## src/rtl/prio_irq_ctrl_pkg.sv

```systemverilog
// Shared definitions for the prio_irq_ctrl interrupt controller: register
// offsets, claim-FSM states and the byte-address decoder.
package prio_irq_ctrl_pkg;

  localparam logic [7:0] ADDR_STATUS   = 8'h00;
  localparam logic [7:0] ADDR_MASK     = 8'h04;
  localparam logic [7:0] ADDR_MODE     = 8'h08;
  localparam logic [7:0] ADDR_CLEAR    = 8'h0C;
  localparam logic [7:0] ADDR_CLAIM    = 8'h10;
  localparam logic [7:0] ADDR_COMPLETE = 8'h14;

  localparam int CLAIM_VALID_BIT = 31;

  typedef enum logic {
    ST_IDLE    = 1'b0,
    ST_CLAIMED = 1'b1
  } state_e;

  typedef struct packed {
    logic status;
    logic mask;
    logic mode;
    logic clear;
    logic claim;
    logic complete;
  } reg_hit_t;

  function automatic reg_hit_t decode_addr(input logic [7:0] addr);
    reg_hit_t hit;
    hit          = '0;
    hit.status   = (addr == ADDR_STATUS);
    hit.mask     = (addr == ADDR_MASK);
    hit.mode     = (addr == ADDR_MODE);
    hit.clear    = (addr == ADDR_CLEAR);
    hit.claim    = (addr == ADDR_CLAIM);
    hit.complete = (addr == ADDR_COMPLETE);
    return hit;
  endfunction

endpackage

```

## src/rtl/prio_irq_enc.sv

```systemverilog
// Lowest-index-wins priority encoder over a NUM_IRQ request vector.
module prio_irq_enc #(
  parameter int NUM_IRQ = 8,
  parameter int ID_W    = $clog2(NUM_IRQ)
) (
  input  logic [NUM_IRQ-1:0] req_i,
  output logic               valid_o,
  output logic [ID_W-1:0]    id_o
);

  // Scanning from the top down lets the lowest set index overwrite the rest.
  always_comb begin
    valid_o = |req_i;
    id_o    = '0;
    for (int i = NUM_IRQ - 1; i >= 0; i--) begin
      if (req_i[i]) id_o = ID_W'(i);
    end
  end

endmodule

```

## src/rtl/prio_irq_ctrl.sv

```systemverilog
// APB interrupt controller with per-source level/edge mode, mask, clear and a
// claim/complete handshake. Define IRQ_SYNC_EN to add a 2-flop input synchroniser.
module prio_irq_ctrl
  import prio_irq_ctrl_pkg::*;
#(
  parameter int NUM_IRQ = 8,
  parameter int ID_W    = $clog2(NUM_IRQ)
) (
  input  logic               pclk_i,
  input  logic               rst_i,
  input  logic               psel_i,
  input  logic               penable_i,
  input  logic               pwrite_i,
  input  logic [31:0]        paddr_i,
  input  logic [31:0]        pwdata_i,
  output logic [31:0]        prdata_o,
  output logic               pready_o,
  output logic               pslverr_o,
  input  logic [NUM_IRQ-1:0] irq_i,
  output logic               interrupt_o
);

  logic [NUM_IRQ-1:0] irq_s;
  logic [NUM_IRQ-1:0] samp_q, samp_d, prev_q, prev_d;
  logic [NUM_IRQ-1:0] pending_q, pending_d;
  logic [NUM_IRQ-1:0] mask_q, mask_d, mode_q, mode_d;
  logic [ID_W-1:0]    in_service_q, in_service_d;
  logic [31:0]        prdata_q, prdata_d;
  logic               interrupt_q, interrupt_d;
  state_e             state_q, state_d;

  logic [NUM_IRQ-1:0] mode_chg, clr_vec, claim_clr, edge_set, edge_pend;
  logic               enc_valid;
  logic [ID_W-1:0]    enc_id;
  reg_hit_t           hit;
  logic               setup_rd, acc_wr, acc_rd, claim_fire, complete_ok;
  logic               unused_bits;

`ifdef IRQ_SYNC_EN
  logic [NUM_IRQ-1:0] sync1_q, sync2_q;

  always_ff @(posedge pclk_i) begin
    if (rst_i) begin
      sync1_q <= '0;
      sync2_q <= '0;
    end else begin
      sync1_q <= irq_i;
      sync2_q <= sync1_q;
    end
  end

  assign irq_s = sync2_q;
`else
  assign irq_s = irq_i;
`endif

  assign hit         = decode_addr(paddr_i[7:0]);
  assign setup_rd    = psel_i & ~penable_i & ~pwrite_i;
  assign acc_wr      = psel_i & penable_i & pwrite_i;
  assign acc_rd      = psel_i & penable_i & ~pwrite_i;
  assign complete_ok = acc_wr & hit.complete & (state_q == ST_CLAIMED) &
                       (pwdata_i[ID_W-1:0] == in_service_q);
  // The claim acts on the ID captured in the setup phase, not a fresh encode.
  assign claim_fire  = acc_rd & hit.claim & (state_q == ST_IDLE) &
                       prdata_q[CLAIM_VALID_BIT];

  assign pslverr_o = (acc_wr | acc_rd) &
                     (~(|hit) |
                      (acc_wr & (hit.status | hit.claim)) |
                      (acc_rd & (hit.clear | hit.complete)) |
                      (acc_wr & hit.complete & ~complete_ok));

  assign pready_o    = 1'b1;
  assign prdata_o    = prdata_q;
  assign interrupt_o = interrupt_q;
  assign unused_bits = ^{paddr_i[31:8], pwdata_i};

  prio_irq_enc #(
    .NUM_IRQ (NUM_IRQ),
    .ID_W    (ID_W)
  ) u_enc (
    .req_i   (pending_q & mask_q),
    .valid_o (enc_valid),
    .id_o    (enc_id)
  );

  // NOTE: every signal written here gets a default first, so no latch is inferred.
  always_comb begin
    mask_d       = mask_q;
    mode_d       = mode_q;
    state_d      = state_q;
    in_service_d = in_service_q;
    prdata_d     = prdata_q;
    mode_chg     = '0;
    clr_vec      = '0;
    claim_clr    = '0;

    if (acc_wr && hit.mask) mask_d = pwdata_i[NUM_IRQ-1:0];
    if (acc_wr && hit.mode) begin
      mode_d   = pwdata_i[NUM_IRQ-1:0];
      mode_chg = pwdata_i[NUM_IRQ-1:0] ^ mode_q;
    end
    if (acc_wr && hit.clear) clr_vec = pwdata_i[NUM_IRQ-1:0];

    if (claim_fire) begin
      state_d      = ST_CLAIMED;
      in_service_d = prdata_q[ID_W-1:0];
      claim_clr    = (NUM_IRQ'(1) << prdata_q[ID_W-1:0]) & mode_q;
    end else if (complete_ok) begin
      state_d = ST_IDLE;
    end

    // A mode change restarts edge history: no stale edge, no stale pending.
    edge_set  = samp_q & ~prev_q & ~mode_chg;
    edge_pend = edge_set | (pending_q & ~(clr_vec | claim_clr));
    pending_d = ((mode_q & edge_pend) | (~mode_q & samp_q)) & ~mode_chg;
    samp_d    = irq_s;
    prev_d    = (samp_q & ~mode_chg) | (irq_s & mode_chg);

    if (setup_rd) begin
      prdata_d = '0;
      case (paddr_i[7:0])
        ADDR_STATUS: prdata_d[NUM_IRQ-1:0] = pending_q;
        ADDR_MASK:   prdata_d[NUM_IRQ-1:0] = mask_q;
        ADDR_MODE:   prdata_d[NUM_IRQ-1:0] = mode_q;
        ADDR_CLAIM: begin
          if (state_q == ST_IDLE && enc_valid) begin
            prdata_d[CLAIM_VALID_BIT] = 1'b1;
            prdata_d[ID_W-1:0]        = enc_id;
          end
        end
        default: ;
      endcase
    end

    interrupt_d = (state_q == ST_IDLE) & enc_valid;
  end

  // NOTE: non-blocking assignments so every flop samples its pre-edge inputs.
  always_ff @(posedge pclk_i) begin
    if (rst_i) begin
      samp_q       <= '0;
      prev_q       <= '0;
      pending_q    <= '0;
      mask_q       <= '0;
      mode_q       <= '0;
      in_service_q <= '0;
      prdata_q     <= '0;
      interrupt_q  <= 1'b0;
      state_q      <= ST_IDLE;
    end else begin
      samp_q       <= samp_d;
      prev_q       <= prev_d;
      pending_q    <= pending_d;
      mask_q       <= mask_d;
      mode_q       <= mode_d;
      in_service_q <= in_service_d;
      prdata_q     <= prdata_d;
      interrupt_q  <= interrupt_d;
      state_q      <= state_d;
    end
  end

endmodule

```

## config.mk

```make
export PLATFORM = sky130hd
export DESIGN_NAME = prio_irq_ctrl
export DESIGN_NICKNAME = d
export VERILOG_FILES = /design/src/rtl/prio_irq_ctrl_pkg.sv /design/src/rtl/prio_irq_enc.sv /design/src/rtl/prio_irq_ctrl.sv
export SDC_FILE = /design/constraint.sdc
export NUM_CORES = 1
export LEC_CHECK = 0
export BUFFER_PORTS_ARGS = -buffer_cell sky130_fd_sc_hd__buf_2
export CAP_MARGIN = 25
export CORE_MARGIN = 5
export CORE_UTILIZATION = 27
export DETAILED_ROUTE_END_ITERATION = 10
export PLACE_DENSITY = 0.57
export SLEW_MARGIN = 10
export SYNTH_ARGS = -nofsm -noshare
export SYNTH_HDL_FRONTEND = slang
export SYNTH_SLANG_ARGS = --single-unit
```

## constraint.sdc

```tcl
create_clock -name pclk_i -period 2 [get_ports pclk_i]
set_input_delay 0.1 -clock pclk_i [delete_from_list [all_inputs] [get_ports pclk_i]]
set_output_delay 0.1 -clock pclk_i [all_outputs]
set_load 0.01 [all_outputs]
```

==> metrics.txt <==
Cell variety after synth 42; final slew viol count 0; Yosys reg bits 54; clock skew 0.0105 ns; placed insts 522; unrepaired setup endpoints after global routing no; port bufs 39; first-pass GRT wire length 11.4 mm; VDD IR-drop max 0.288 mV; grt ovf 0; Core Region 10,300 µm²; Final WS setup 0.230 ns; critical path startpoint in_service_q[0]$_SDFFE_PP0P_; Hold Buf Count CTS 0; # rows 37; top-level I/O count 112; most frequent cell after synthesis nand2_1; RR Endpoint pending_q[2]$_SDFF_PP0_; Starting DRT DRC Count 212; Post-DP HPWL 5.36 mm; Initial Util 27.6%; crit path DAT 1.67 ns; Post-Place Worst Slack 0.180 ns; H-tree depth 2; Post-Syn Area 2840 µm²; post-synth top area share 38.1%; PwrDens 666 nW/µm²; FMAX 565 MHz; die area 12,700 µm²; Worst-Skew Late Latency 0.30 ns; Vias 2,519; Initial DRT Pass Iterations 4; R2R depth 5; Fin Setup TNS 0 ns; crit end category output pin; largest net degree at the start of global routing 37; Critical R2R Launch state_q$_SDFFE_PP0P_; Seq/Total Area, Yosys 38.1%; vias per inst 4.75; synth top area cells dfxtp_1 38%, nand2_1 8.7%, buf_4 6.3%; cell count after synthesis 355; Final setup violation count 0; worst setup path endpoint pslverr_o; Layout area overhead 15.6%; EDFF count, synth 0; max_slew headroom 55.8%; GRT Overall Usage 10.9%; DRT Wirelength 7.00 mm; Slew @ Worst Pin 0.663 ns; Clock Path Buffers 2; Setup Buffers After CTS 0; Post-CTS Resized 0; syn avg cell area 8.00 µm²; via count of the first global-routing pass 2,309; reg-to-reg slack, setup 0.36 ns; period utilization 88.5%; Placer Congestion 0.786; cell taking the most area after synthesis dfxtp_1; final hold vios 0; Static Leak 1.31 nW; Root Buffer clkbuf_8; initial antenna violation count 0; CP Launch Type flop; nets 470; CTS buffer count 5; most frequent cells after synthesis 66 x nand2_1, 54 x dfxtp_1, 30 x nor2_1; chip height 113 µm; average wire per cell in the routed design 13.2 µm; critical path peak fanout 2; clock sink count 54; Main synth FF type dfxtp_1; WP data required 1.90 ns; crit path time final 1.77 ns; TritonCTS clock tree done; status finished clean; antenna diode count 0; Max Cap Viol 0; clk slew on worst S/H paths 0.09 ns; async set-reset flop share out of synthesis 0%; fin cells 530; DR DRC count 0; antenna viol nets, final 0; layout cell share with drive strength beyond 1 15.7%; Yosys warnings 0; DIE WIDTH 113 µm; critical path class reg -> out; Hold WC Path Type in -> reg
-- registers in the layout (all words and copies together), names as in the netlist --
name          count
samp_q            8
mode_q            8
prdata_o          9
prev_q            8
in_service_q      3
mask_q            8
state_q           1
interrupt_o       1
pending_q         8
-- through the flow --
step	cell area [µm²]	util (%)	hold slack (ns)	power [mW]
floorplan	2920	-	0.228	1.28
global placement	3140	30.6	0.327	1.32
detailed placement	3140	30.6	0.333	1.32
CTS	3280	31.9	0.00488	2.21
global route	3280	31.9	0.0175	2.28
finish	3280	31.9	0.0144	2.19
-- cells by family after synthesis --
kind of cell / Yosys count / share of synthesized area, %
compound gates: 77 / 17.4
xor+xnor: 11 / 3.39
other cells: 2 / 0.264
flops: 54 / 38.1
buf+inv: 40 / 8.59
fa+ha+maj: 2 / 0.705
mux: 14 / 4.93
simple gates: 155 / 26.7
-- worst max-delay path, cell delays in order, from the launching register on --
cell     delay (ns)
dfxtp_1        0.33
xor2_1         0.14
nor3_1         0.27
a31oi_1        0.13
o311a_1        0.37
buf_2          0.14
-- final cells by class --
cell class                 instances  area, µm²
clock buffer                       6       82.6
fill                            1115       6990
timing repair buffer              49        283
tap                              136        170
multi-input combinational        283       1610
clock inverter                     2       60.1
sequential                        54       1080
-- cells in the final DEF (no fill, tap or decap), drive strengths merged, types with 3 or more instances in the layout --
cell / netlist / layout
o31ai: 4 / 4
o21ai: 20 / 20
xor2: 11 / 11
nand2b: 3 / 3
a21boi: 4 / 4
nor3: 5 / 5
nand4b: 4 / 4
nand3: 9 / 9
nor2: 30 / 30
o211ai: 4 / 4
mux2i: 14 / 14
dfxtp: 54 / 54
clkbuf: 10 / 6
a31oi: 10 / 10
a22oi: 4 / 4
a32oi: 3 / 3
nor2b: 21 / 21
a21oi: 18 / 18
nor4: 4 / 4
conb: 2 / 24
nand3b: 3 / 3
buf: 30 / 49
nand2: 66 / 66
a222oi: 5 / 5
-- where the power goes --
part / internal, mW / switching (mW) / leakage [nW]
sequential: 1.10 / 0.0145 / 0.440
combinational: 0.0695 / 0.120 / 0.800
clock: 0.534 / 0.351 / 0.0714
total: 1.70 / 0.486 / 1.31
-- layer usage --
metal / routed length [µm] / GRT usage, % / part of all wire, %
met1: 3410 / 15.0 / 49
met2: 3120 / 16.9 / 45
met3: 427 / 3.23 / 6.1
met4: 45 / 2.40 / 0.64
met5: 0 / 0 / 0
-- worst min-delay path by stage --
stage,start,endpoint,slack [ns],cells past startpoint
after global routing,irq_i[1],samp_q[1]$_SDFF_PP0_,0.02,2
after global placement,irq_i[4],samp_q[4]$_SDFF_PP0_,0.33,2
final,irq_i[2],samp_q[2]$_SDFF_PP0_,0.01,2
after CTS,irq_i[2],samp_q[2]$_SDFF_PP0_,0.005,2
after floorplan,irq_i[0],samp_q[0]$_SDFF_PP0_,0.23,1
after detailed placement,irq_i[2],samp_q[2]$_SDFF_PP0_,0.33,2
Note: power is estimated with default switching activity, not from simulation.
